### config.mk
export PLATFORM = sky130hd
export DESIGN_NAME = ble_cfg_loader
export DESIGN_NICKNAME = d
export VERILOG_FILES = /design/src/rtl/ble_cfg_pkg.sv /design/src/rtl/ble_cfg_shift.sv /design/src/rtl/ble_cfg_loader.sv
export SDC_FILE = /design/constraint.sdc
export NUM_CORES = 1
export LEC_CHECK = 0
export CAP_MARGIN = 20
export CORE_MARGIN = 4
export CORE_UTILIZATION = 61
export CTS_BUF_LIST = sky130_fd_sc_hd__clkbuf_2 sky130_fd_sc_hd__clkbuf_4 sky130_fd_sc_hd__clkbuf_8
export DETAILED_ROUTE_END_ITERATION = 8
export PLACE_DENSITY = 0.89
export SLEW_MARGIN = 15
export SYNTH_ARGS = -nofsm -noshare
export SYNTH_HDL_FRONTEND = slang
export SYNTH_SLANG_ARGS = --single-unit
### constraint.sdc
create_clock -name clk -period 4.95 [get_ports clk]
set_clock_uncertainty 0.2 [all_clocks]
set_input_delay 0.495 -clock clk [delete_from_list [all_inputs] [get_ports clk]]
set_output_delay 0.495 -clock clk [all_outputs]
set_load 0.02 [all_outputs]
### src/rtl/ble_cfg_pkg.sv
// ble_cfg_pkg: shared types and constants for the BLE configuration loader.
//   cfg_state_t  - loader FSM states (IDLE / SHIFT / COMMIT)
//   LUT_BITS_DEF - default truth-table width (16)
//   PARITY_BITS  - 1 when BLE_CFG_PARITY_EN is defined, else 0
//   FRAME_LEN    - serial frame length: LUT bits + mode bit (+ parity bit)
//   CNT_W        - width of the frame bit counter
// Optional feature macro: BLE_CFG_PARITY_EN (adds an even-parity bit to each frame).
package ble_cfg_pkg;

  typedef enum logic [1:0] {
    ST_IDLE   = 2'd0,
    ST_SHIFT  = 2'd1,
    ST_COMMIT = 2'd2
  } cfg_state_t;

  localparam int LUT_BITS_DEF = 16;

`ifdef BLE_CFG_PARITY_EN
  localparam int PARITY_BITS = 1;
`else
  localparam int PARITY_BITS = 0;
`endif

  localparam int FRAME_LEN = LUT_BITS_DEF + 1 + PARITY_BITS;
  localparam int CNT_W     = 5;

endpackage

### src/rtl/ble_cfg_shift.sv
// ble_cfg_shift: shadow register, bit counter and parity accumulator for one
// configuration frame.
// Ports:
//   clk, rst_n - clock, asynchronous active-low reset
//   clr        - clear counter, shadow and parity (new frame / restart)
//   en         - accept din as frame bit number cnt
//   din        - serial frame bit
//   shadow     - assembled LUT bits [SH_W-2:0] and mode bit [SH_W-1]
//   last       - the counter points at the final frame bit (N-1)
//   par        - XOR of every bit accepted since the last clear
// Parameters: SH_W (shadow width), N (frame length in bits).
// The parity bit (when present) is folded into par only; it has no shadow slot.
module ble_cfg_shift
  import ble_cfg_pkg::*;
#(
  parameter int SH_W = LUT_BITS_DEF + 1,
  parameter int N    = FRAME_LEN
) (
  input  logic            clk,
  input  logic            rst_n,
  input  logic            clr,
  input  logic            en,
  input  logic            din,
  output logic [SH_W-1:0] shadow,
  output logic            last,
  output logic            par
);

  logic [CNT_W-1:0] cnt;

  always_ff @(posedge clk or negedge rst_n) begin
    if (!rst_n) begin
      cnt    <= '0;
      shadow <= '0;
      par    <= 1'b0;
    end else if (clr) begin
      cnt    <= '0;
      shadow <= '0;
      par    <= 1'b0;
    end else if (en) begin
      // Bits at indices >= SH_W (the parity bit) only feed the accumulator.
      for (int i = 0; i < SH_W; i++) begin
        if (cnt == CNT_W'(i)) shadow[i] <= din;
      end
      // The loader stops enabling after bit N-1, so cnt never passes N.
      cnt <= cnt + 1'b1;
      par <= par ^ din;
    end
  end

  assign last = (cnt == CNT_W'(N - 1));

endmodule

### src/rtl/ble_cfg_loader.sv
// ble_cfg_loader: serial configuration loader for one BLE. A bit-serial
// frame is assembled in a shadow register and committed atomically to the
// LUT truth table (lut_s) and the registered-output mode bit (ff_en), so the
// downstream LUT mux never sees a partially written table.
// Ports:
//   clk, rst_n - clock, asynchronous active-low reset
//   cfg_start  - begin (or restart) a frame
//   cfg_valid  - cfg_din holds a frame bit
//   cfg_din    - serial frame bit; bit k of the frame is lut_s[k] for
//                k < LUT_BITS, then ff_en, then the optional parity bit
//   cfg_ready  - loader accepts a bit this cycle
//   lut_s      - committed truth table
//   ff_en      - committed mode bit (1 = registered LUT output)
//   cfg_done   - one-cycle pulse in the first cycle new lut_s/ff_en are visible
//   cfg_err    - sticky parity error, cleared by cfg_start (constant 0 unless
//                BLE_CFG_PARITY_EN is defined)
//   busy       - frame in progress (SHIFT or COMMIT)
// Handshake: a bit transfers on a rising edge where cfg_valid && cfg_ready;
// cfg_valid may drop for any number of cycles between bits, and cfg_ready is
// a registered function of the FSM state only.
// Optional feature macro: BLE_CFG_PARITY_EN (even parity over the whole frame).
module ble_cfg_loader
  import ble_cfg_pkg::*;
#(
  parameter int LUT_BITS = LUT_BITS_DEF
) (
  input  logic                clk,
  input  logic                rst_n,
  input  logic                cfg_start,
  input  logic                cfg_valid,
  input  logic                cfg_din,
  output logic                cfg_ready,
  output logic [LUT_BITS-1:0] lut_s,
  output logic                ff_en,
  output logic                cfg_done,
  output logic                cfg_err,
  output logic                busy
);

  localparam int N = LUT_BITS + 1 + PARITY_BITS;

  cfg_state_t      state;
  logic            sh_clr;
  logic            sh_en;
  logic            sh_last;
  logic            sh_par;
  logic            frame_ok;
  logic [LUT_BITS:0] shadow;

  // A start in IDLE opens a frame; a start in SHIFT restarts it and the
  // bit presented in that same cycle is dropped.
  assign sh_clr = cfg_start && (state == ST_IDLE || state == ST_SHIFT);
  assign sh_en  = (state == ST_SHIFT) && cfg_valid && !cfg_start;

  ble_cfg_shift #(
    .SH_W (LUT_BITS + 1),
    .N    (N)
  ) u_shift (
    .clk    (clk),
    .rst_n  (rst_n),
    .clr    (sh_clr),
    .en     (sh_en),
    .din    (cfg_din),
    .shadow (shadow),
    .last   (sh_last),
    .par    (sh_par)
  );

`ifdef BLE_CFG_PARITY_EN
  // Even parity: the XOR over all frame bits, parity bit included, is 0.
  assign frame_ok = ~sh_par;
`else
  logic unused_par;
  assign unused_par = sh_par;
  assign frame_ok   = 1'b1;
`endif

  always_ff @(posedge clk or negedge rst_n) begin
    if (!rst_n) begin
      state     <= ST_IDLE;
      cfg_ready <= 1'b0;
      busy      <= 1'b0;
      cfg_done  <= 1'b0;
      cfg_err   <= 1'b0;
      lut_s     <= '0;
      ff_en     <= 1'b0;
    end else begin
      cfg_done <= 1'b0;
      case (state)
        ST_IDLE: begin
          if (cfg_start) begin
            state     <= ST_SHIFT;
            cfg_ready <= 1'b1;
            busy      <= 1'b1;
            cfg_err   <= 1'b0;
          end
        end
        ST_SHIFT: begin
          if (sh_en && sh_last) begin
            state     <= ST_COMMIT;
            cfg_ready <= 1'b0;
          end
        end
        ST_COMMIT: begin
          // The shadow and parity already include the final bit here.
          state <= ST_IDLE;
          busy  <= 1'b0;
          if (frame_ok) begin
            lut_s    <= shadow[LUT_BITS-1:0];
            ff_en    <= shadow[LUT_BITS];
            cfg_done <= 1'b1;
          end else begin
            cfg_err <= 1'b1;
          end
        end
        default: begin
          state     <= ST_IDLE;
          cfg_ready <= 1'b0;
          busy      <= 1'b0;
        end
      endcase
    end
  end

endmodule

# --- After elaboration in Yosys (flattened, before gate mapping) ---
# Index checks and enable logic that the tools add are counted.
classes:
  n_addsub: 1
  eq_ne: 20
  n_mux: 29
  bitwise: 2
  reduce_logical: 46
ops:
  columns: ["operator", "n"]
  rows:
  - ["$eq A5 B4 Y1 const B", 8]
  - ["$reduce_and A2 Y1", 19]
  - ["$reduce_bool A2 Y1", 18]
  - ["$mux W17", 2]
  - ["$eq A5 B3 Y1 const B", 4]
  - ["$mux W1", 20]
  - ["$eq A5 B2 Y1 const B", 2]
  - ["$mux W5", 2]
  - ["$add A5 B1 Y5 const B", 1]
  - ["$eq A5 B1 Y1 const B", 1]
  - ["$eq A5 B5 Y1 const B", 1]
  - ["$logic_not A5 Y1", 1]
  - ["$logic_and A1 B1 Y1", 4]
  - ["$mux W2", 2]
  - ["$pmux W2 S2", 1]
  - ["$pmux W1 S3", 1]
  - ["$reduce_and A3 Y1", 1]
  - ["$eq A2 B1 Y1 const B", 1]
  - ["$eq A2 B2 Y1 const B", 1]
  - ["$logic_not A2 Y1", 1]
  - ["$ne A2 B1 Y1 const B", 1]
  - ["$ne A2 B2 Y1 const B", 1]
  - ["$not A1 Y1", 2]
  - ["$pmux W1 S2", 1]
  - ["2 further kinds", 2]
word_totals:
  ff_bits: 44
  inputBits: 5
  wordCells: 122

# --- Longest topological paths before layout ---
# Gate-level depths: netlist (run 1).
logic_depth:
  word_depth: 6
  depth_mapped: 6

# --- Cells and area by module ---
# A second synthesis (run 1) with hierarchy kept.
unflattened:
  hier_cells: 175
  area_unflattened_um2: 2114.5
by_module_without_submodules:
  columns: ["mod", "instances", "cells_each", "area_each_um2", "seq_area_each_um2"]
  rows:
  - ["ble_cfg_shift", 1, 118, 1229.9, 575.6]
  - ["ble_cfg_loader", 1, 57, 884.6, 550.5]

# --- Least setup slack after synthesis (run 1) ---
# No wires, ideal clock.
synth_path:
  path_kind: "input to register"
  from: "in cfg_start"
  to: "reg u_shift.shadow[10]"
  setup_ns: 0.136
  arrival_time_ns: 1.331
  required_time_ns: 4.614
  path_slack_ns: 3.284
  cell_stages: 5
  path_cell_list: "nand4bb_4 -> buf_6 -> buf_6 -> o311ai_1 -> o41ai_1"
synth_between:
  elab_chain_len: 4
synth_lines:
  columns: ["element", "line", "text"]
  rows:
  - ["start: declaration", "ble_cfg_loader.sv:29", "input logic cfg_start,"]
  - ["$logic_not A1 Y1", "ble_cfg_loader.sv:53", "assign sh_en = (state == ST_SHIFT) && cfg_valid && !cfg_start;"]
  - ["$logic_and A1 B1 Y1", "ble_cfg_loader.sv:53", null]
  - ["$reduce_bool A2 Y1 (no source line)", null, null]
  - ["$reduce_and A2 Y1 (no source line)", null, null]
  - ["end signal: indexed assignment", "ble_cfg_shift.sv:43", "if (cnt == CNT_W'(i)) shadow[i] <= din;"]
  - ["end: declaration", "ble_cfg_shift.sv:24", "output logic [SH_W-1:0] shadow,"]
# Several ways; a longest one is shown, not always the timed one.
# A chain may end at the register's enable or synchronous reset.

# --- Worst setup path after layout (run 1) ---
layout_path:
  from: "in cfg_start"
  to: "reg u_shift.shadow[9]"
# Same word-level chain as after synthesis.

==> results of run 1 <==
logic make-up after synthesis:
kind of cell               Yosys count  synth area share, %
buffers and inverters               16                5.057
muxes                               30                15.66
AOI/OAI and AO/OA                   16                5.484
DFF                                 44                53.63
and+or+nand+nor                     56                16.94
adders and majority gates            5                3.047
other                                1               0.1826
metrics by stage:
| step | instances | util (%) |
|---|---|---|
| after floorplan | 168 | - |
| after global placement | 225 | 72.20 |
| after detailed placement | 225 | 72.20 |
| after CTS | 233 | 74.32 |
| after global routing | 233 | 74.32 |
| final | 233 | 74.32 |
layer usage:
layer	track usage (%)	wire length [um]	up-vias
met5	0	0	-
met4	7.614	63	0
met3	6.973	208	7
met2	31.79	1765	40
met1	25.20	1597	641
li1	-	-	625
report_power, final:
part / switching [mW] / total [mW] / leakage (nW) / internal (mW)
clock: 0.106 / 0.187 / 0.0394 / 0.0811
combinational: 0.0307 / 0.0424 / 0.394 / 0.0118
sequential: 0.00494 / 0.368 / 0.600 / 0.363
total: 0.141 / 0.597 / 1.03 / 0.456
critical path: stages:
cell and delay, ns:
clkdlybuf4s50_1 0.49, nand2b_1 0.63, nand2_1 0.54, o41ai_1 0.47
cell type report:
cell class / count / share of cell area, %
clock buffer: 8 / 2.853
inverter: 5 / 0.8073
multi-input combinational: 108 / 36.49
sequential: 44 / 47.36
tap: 44 / 2.368
timing repair buffer: 24 / 10.12
state kept, by name, indices dropped and copies added, names as in the netlist:
register and flops:
busy 1, cfg_done 1, cfg_ready 1, ff_en 1, lut_s 16, state 2
u_shift.cnt 5, u_shift.shadow 17
layout by cell type, fill, tap and decap left out, types with 2 or more instances in the layout:
cell             netlist  layout
dfrtp_1               44      44
clkdlybuf4s50_1        0      23
nand2_1               20      20
mux2_2                17      17
mux2i_1               13      13
nand2b_1               8       8
clkbuf_4               0       7
inv_1                  5       5
nand3_1                5       5
o21ai_0                5       5
nor3_2                 5       5
ha_1                   5       5
nor4_1                 4       4
o311ai_1               4       4
o41ai_1                4       4
nor3_1                 3       3
nor2_1                 2       2
nor2b_1                2       2
a21oi_1                2       2
final timing paths:
path	start	end	depth (start not counted)
min reg2reg	busy$_DFFE_PN0P_	busy$_DFFE_PN0P_	2
max reg2reg	state[1]$_DFFE_PN0P_	u_shift.shadow[9]$_DFFE_PN0P_	3
min in group clk	busy$_DFFE_PN0P_	busy$_DFFE_PN0P_	2
min	rst_n	state[0]$_DFFE_PN0P_	1
max in group asynchronous	rst_n	u_shift.shadow[16]$_DFFE_PN0P_	1
max	cfg_start	u_shift.shadow[9]$_DFFE_PN0P_	4
==> metrics.txt, run 1 <==
status=complete, no violations; # DRC=0; worst vdd ir=about 0.22 mV; largest net degree at the start of global routing=45; Final GP Congestion=0.7995; Pleak=1.034 nW; total iterations of the first detailed-routing run=4; dominant synthesized flop cell=dfrtp_1; worst setup margin=around 2.4 ns; total negative slack=0 ns; Final setup viols=0; Die Ht=66.02 um; Core Box Area=3128 um2; crit path kind=input port to register; Worst-path clk slew=0.12 ns; Clk Tree Root Cell=clkbuf_4; Required @ worst endpoint=5.00 ns; DP HPWL=2.454 mm; CTS sink cnt=44; Final min period=2.580 ns; share of the synthesized area in the top cell type=53.63%; worst hold slack=0.05896 ns; sequential area share after synthesis=53.63%; synthesized instance count=168; total I/O pin count=26; H-tree levels=2; Die W=66.02 um; Final Hold Fails=0; worst slack, placed=2.009 ns; crit path DAT=around 2.6 ns; Layout area overhead=13.22%; Max Fclk=between 0.3 and 0.4 GHz; initial antenna violation count=0; first-pass GRT wire length=6.548 mm; dominant cell type by area after synthesis=dfrtp_1; Port-buffer cells=24; post-synth cell types=32; most frequent cell after synthesis=dfrtp_1; EDFF count, synth=0; First DRT Iteration DRCs=72; crit path max fanout=23; Die Area=4358 um2; Multi-input gate area=848.3 um2; total CTS buffers=5; routed wire length=3.635 mm; Commonest cells post-synth=dfrtp_1, nand2_1, mux2_2; Starting Density=65.64%; Async SR Flop Fraction=100.0%; post-layout instance area=2325 um2; CP Capture Type=register; Net Count, Synth=between 150 and 200; actual slew at the worst max-slew pin=between 0.9 and 1 ns; total number of vias=1313; R2R setup slack=2.43 ns; setup bufs post-CTS=0; Tot Pwr=597.4 uW; Avg Cell Area, Syn=12.22 um2; Synth Warn #=0; drt wl/cell=15.60 um; post-CTS sizing=0; synth top area cells=dfrtp_1, mux2_2, mux2i_1; Congestion Overflow GR=0; GR Util All Layers=approximately a fifth; final slew viol count=0; placed cell areas=2258 um2; Max Root-Sink Buffers=2; CTS tree=built; num rows=20; fillcell total=223; Clk Latency, worst-skew pair=0.36 ns; vias in the first global route=roughly 1400; Routed Antenna Nets=0; cts hold-fix bufs=0; HP Class=input port to asynchronous set/reset pin; max cap viols=0; Slew HR=38.19%; P per Cell Area=approximately 260 nW/um2; crit share post-route=52.13%; Layout Nets=~200; share of layout cells above drive strength 1=18.52%; Startpoint Class=input port; Mapped Area=2053 um2; Via density=5.635; RSZ-0062 raised after global routing=false; Seq cells post-synth=between 40 and 50; Diodes inserted=0; Register Area=1101 um2
Power figures use the tool's default switching activity.
==> run 2, diff against run 1 <==
--- a/config.mk
+++ b/config.mk
@@ -7,10 +7,10 @@
 export LEC_CHECK = 0
 export CAP_MARGIN = 20
 export CORE_MARGIN = 4
-export CORE_UTILIZATION = 61
+export CORE_UTILIZATION = 51
 export CTS_BUF_LIST = sky130_fd_sc_hd__clkbuf_2 sky130_fd_sc_hd__clkbuf_4 sky130_fd_sc_hd__clkbuf_8
 export DETAILED_ROUTE_END_ITERATION = 8
-export PLACE_DENSITY = 0.89
+export PLACE_DENSITY = 0.79
 export SLEW_MARGIN = 15
 export SYNTH_ARGS = -nofsm -noshare
 export SYNTH_HDL_FRONTEND = slang
==> constraint.sdc (replaced) <==
create_clock -name clk -period 2.2 [get_ports clk]
set_clock_uncertainty 0.2 [all_clocks]
set_input_delay 0.22 -clock clk [delete_from_list [all_inputs] [get_ports clk]]
set_output_delay 0.22 -clock clk [all_outputs]
set_load 0.02 [all_outputs]
==> metrics.txt, run 2 (synthesis gave the netlist of run 1 again) <==
Clk Latency, worst-skew pair=0.31 ns; largest net degree at the start of global routing=45; Max Fclk=0.5070 GHz; worst setup margin=around 0.23 ns; Startpoint Class=register; worst slack, placed=roughly 0.077 ns; registers with the most flip-flops=u_shift.shadow x17, lut_s x16, u_shift.cnt x5; CTS sink cnt=44; Congestion Overflow GR=0; R2R setup slack=0.23 ns; number of flip-flops under the largest register name=17; Port-buffer cells=24; first-pass GRT wire length=7.182 mm; crit share post-route=about nine tenths; Layout Nets=between 200 and 250; First DRT Iteration DRCs=72; most frequent cells in the layout=dfrtp_1, clkdlybuf4s50_1, nand2_1; initial antenna violation count=0; worst hold slack=0.3056 ns; drt wl/cell=16.48 um; r2r endpoint=u_shift.shadow[0]$_DFFE_PN0P_; total iterations of the first detailed-routing run=4; Die Ht=71.45 um; RSZ-0062 raised after global routing=false; vias in the first global route=1490; total I/O pin count=26; Multi-input gate area=approximately 850 um2; Final setup viols=0; Tot Pwr=1.576 mW; HP Class=input port to asynchronous set/reset pin; worst vdd ir=0.6362 mV; max cap viols=0; Final Hold Fails=0; Pleak=1.081 nW; actual slew at the worst max-slew pin=0.5324 ns; Register Area=1101 um2; status=complete, no violations; total negative slack=0 ns; commonest non-fill, non-tap cell in the layout=dfrtp_1; H-tree levels=2; Die W=roughly 71 um; crit path max fanout=24; Diodes inserted=0; total CTS buffers=5; final slew viol count=0; crit path DAT=2.00 ns; post-layout instance area=2434 um2; Slew HR=64.51%; Critical path origin=state[1]$_DFFE_PN0P_; CTS tree=built; reg2reg path depth=3; Final GP Congestion=0.7684; share of layout cells above drive strength 1=20.92%; total number of vias=~1400; DP HPWL=2.701 mm; Worst-path clk slew=0.09 ns; P per Cell Area=between 600 and 700 nW/um2; Required @ worst endpoint=2.22 ns; Worst R2R Start=state[1]$_DFFE_PN0P_; Clk Tree Root Cell=clkbuf_8; # DRC=0; Largest Register=u_shift.shadow; Die Area=5105 um2; Max Root-Sink Buffers=2; GR Util All Layers=18.34%; placed cell areas=2308 um2; Starting Density=54.45%; setup bufs post-CTS=0; fillcell total=275; Final min period=1.972 ns; Routed Antenna Nets=0; Core Box Area=3771 um2; Layout area overhead=18.53%; routed wire length=about 4 mm; crit path kind=register to register; num rows=22; Via density=5.574; CP Capture Type=register
[run 2: worst max path at each step]
stage                                endpoint  depth (start not counted)
2_1_floorplan  u_shift.shadow[10]$_DFFE_PN0P_                          6
6_report        u_shift.shadow[0]$_DFFE_PN0P_                          3
4_1_cts         u_shift.shadow[0]$_DFFE_PN0P_                          3
5_1_grt         u_shift.shadow[2]$_DFFE_PN0P_                          3
3_3_place_gp   u_shift.shadow[13]$_DFFE_PN0P_                          5
3_5_place_dp    u_shift.shadow[2]$_DFFE_PN0P_                          4
[run 2: stage by stage]
stage,util [%],cells
after global placement,61.21,235
after global routing,64.53,244
final,64.53,244
after detailed placement,61.21,235
after floorplan,-,168
after CTS,64.53,244
[run 2: power breakdown]
group | internal (mW) | switching (mW)
Sequential | 0.816 | 0.0119
Combinational | 0.0345 | 0.0750
Clock | 0.342 | 0.296
Total | 1.19 | 0.383
[run 2: cell type report]
type / count / area share, %
flip-flops and latches: 44 / 45.24
multi-input cells: 108 / 34.86
repair buffers: 31 / 11.93
clock buffers: 5 / 2.828
well taps: 48 / 2.468
clock inverters: 3 / 1.902
inverters: 5 / 0.7712
[run 2: repair_timing]
action,CTS,global route
setup endpoints to repair,0,0
gates resized for setup,0,0
hold endpoints to repair,44,0
hold buffers,1,0
[run 2: critical path: stages (launching register included)]
cell	delay, ns
dfrtp_1	0.46
nand4bb_4	0.47
nor4_1	0.51
mux2i_1	0.25
[run 2: metal layers]
metal	global-route usage [%]	vias to the layer above	routed length (um)
met3	5.610	8	163
li1	-	642	-
met1	22.50	676	1707
met5	0	-	0
met2	29.90	34	2062
met4	7.933	0	86
==> patch (settings of run 2) <==
Encoding of `cfg_state_t`: now one-hot (3 bits for 3 states).
--- a/src/rtl/ble_cfg_pkg.sv
+++ b/src/rtl/ble_cfg_pkg.sv
@@ -7,10 +7,10 @@
 // Optional feature macro: BLE_CFG_PARITY_EN (adds an even-parity bit to each frame).
 package ble_cfg_pkg;
 
-  typedef enum logic [1:0] {
-    ST_IDLE   = 2'd0,
-    ST_SHIFT  = 2'd1,
-    ST_COMMIT = 2'd2
+  typedef enum logic [2:0] {
+    ST_IDLE   = 3'b001,
+    ST_SHIFT  = 3'b010,
+    ST_COMMIT = 3'b100
   } cfg_state_t;
 
   localparam int LUT_BITS_DEF = 16;
Formal check against the unedited RTL: same outputs for any inputs over 10 cycles, from zero or initial values and one cycle with rst_n low; not proved beyond that.
==> patch against run 2 <==
- design area up 5.1%
- wire length up 7.5%
- count of clock-buffer cells in the layout up 1
- via count up 13%
- utilization down 1.0 points
- non-clock buffer count up 5
- sequential cell count up 1
- synthesized area up 4.6%
- hold slack worse by 0.071 ns
- worst setup slack worse by 0.033 ns
- critical path type unchanged
Power is not compared: it rests on default switching activity, and its combinational part moved more than twofold at a synthesized area within 25%.
==> patch: results <==
[clock_network]
clk_pin_slew_ns = 0.08
clockBufferDepth = 2
cts_setup_buffers = 0
cts_root_buffer = "clkbuf_8"
htreeDepth = 2

[timing]
relSlewSlack_pct = 51.56
hold_ws_ns = 0.2351
setup_violations = 0
fmax_ghz = 0.4988

[critical_path]
worstRegToRegCells = 5
worstSetupPathType = "reg2reg"
regToRegStartpoint = "u_shift.cnt[0]"
arrival_ns = 1.96
r2r_slack_ns = 0.20
crit_end = "cfg_ready"
path_max_fanout = 5

[global_routing]
grt_pass1_vias = 1565
gr-usage-all-layers_pct = 18.29
grt_max_degree = 46
grt_pass1_wl_um = 7541
grt_antenna_before_repair = 0

[finish]
drive_gt1_share_pct = 20.28
num_antenna_cells = 0
final_nets = 221
n_fill_cell = 313
top_regs = "u_shift.shadow (17), lut_s (16), u_shift.cnt (5)"

[pwr]
leakagePower_nw = 1.209
p_int_w = 0.001310
ir_drop_v = 0.0003890

[run_status]
status = "finished clean"

[synthesis]
seq_area_frac_synth_pct = 52.48
ys.warnings.count = 0
yosys-top-cells-count = "dfrtp_1, o21ai_0, mux2_2, mux2i_1, nand3_1"
ys_async_sr_fraction_pct = 100.0
synthTopCellsByArea = "dfrtp_1, mux2_2, mux2i_1"
yosys.cell_types.count = 41
syn-num-nets = 190

[placement]
dp_slack_ns = 0.1411
place_congestion = 0.7901
dp_hpwl_um = 2996

[detailed_routing]
via_per_inst = 5.874
drt_iter0_drc = 109
dr.pass1.iters = 4
wl_per_cell_um = 16.49
drc_errors = 0
[patch: cell types whose count changed in the layout (fill, tap and decap cells not counted), moves of 5 or more]
cell / delta
nand3_1: +11
a21oi_1: +5
nand2_1: -19
o21ai_0: +14
[patch: how the worst min path moves through the flow]
stage / startpoint / to / depth (start not counted)
floorplan: rst_n / busy / 0
global placement: rst_n / busy / 2
detailed placement: rst_n / busy / 2
CTS: rst_n / u_shift.cnt[2] / 3
global route: rst_n / busy / 3
finish: rst_n / busy / 3
[patch: cells by family after synthesis]
group / after synthesis / share of synthesized area, %
simple gates: 43 / 13.40
mux: 34 / 16.83
compound gates: 34 / 8.794
xor+xnor: 1 / 0.4078
other cells: 1 / 0.1746
buf+inv: 17 / 5.008
flops: 45 / 52.48
fa+ha+maj: 5 / 2.912
[patch: stage by stage]
| stage | instances | utilization [%] | total power, W | area, um^2 |
|---|---|---|---|---|
| 2_1_floorplan | 180 | - | 0.001308 | 2148 |
| 3_3_place_gp | 253 | 60.99 | 0.001429 | 2457 |
| 3_5_place_dp | 253 | 60.99 | 0.001445 | 2457 |
| 4_1_cts | 262 | 63.51 | 0.001958 | 2559 |
| 5_1_grt | 262 | 63.51 | 0.002060 | 2559 |
| 6_report | 262 | 63.51 | 0.001956 | 2559 |
[patch: layer usage]
layer / up-vias / track usage, % / wire, um
met4: 0 / 5.738 / 37
met5: - / 0 / 0
li1: 712 / - / -
met3: 4 / 4.959 / 189
met2: 45 / 29.46 / 2184
met1: 778 / 24.06 / 1909
[patch: timing repair]
item / in CTS / in global routing
endpoints found under the setup margin: 0 / 0
endpoints found under the hold margin: 45 / 0
hold buffers: 1 / 0
resized for setup: 0 / 0
[patch: final cells by class]
class / instances / area share (%)
clock buffer: 6 / 2.983
inverter: 5 / 0.7335
timing repair buffer: 36 / 13.30
clock inverter: 2 / 0.5868
multi-input combinational: 118 / 35.89
sequential: 45 / 44.06
tap: 50 / 2.445
[patch: worst max-delay path: stages (launching register included)]
cell     delay (ns)
dfrtp_1        0.43
inv_1          0.13
ha_1           0.19
or4bb_1        0.49
nor3_2         0.27
o32ai_1        0.17
[patch: power by group through the flow]
stage | Clock (W) | Combinational, W | Sequential (W)
finish | 0.000516 | 0.000478 | 0.000962
global route | 0.000563 | 0.000524 | 0.000972
floorplan | 0 | 0.000357 | 0.000951
detailed placement | 0 | 0.000470 | 0.000975
CTS | 0.000520 | 0.000478 | 0.000960
global placement | 0 | 0.000456 | 0.000972
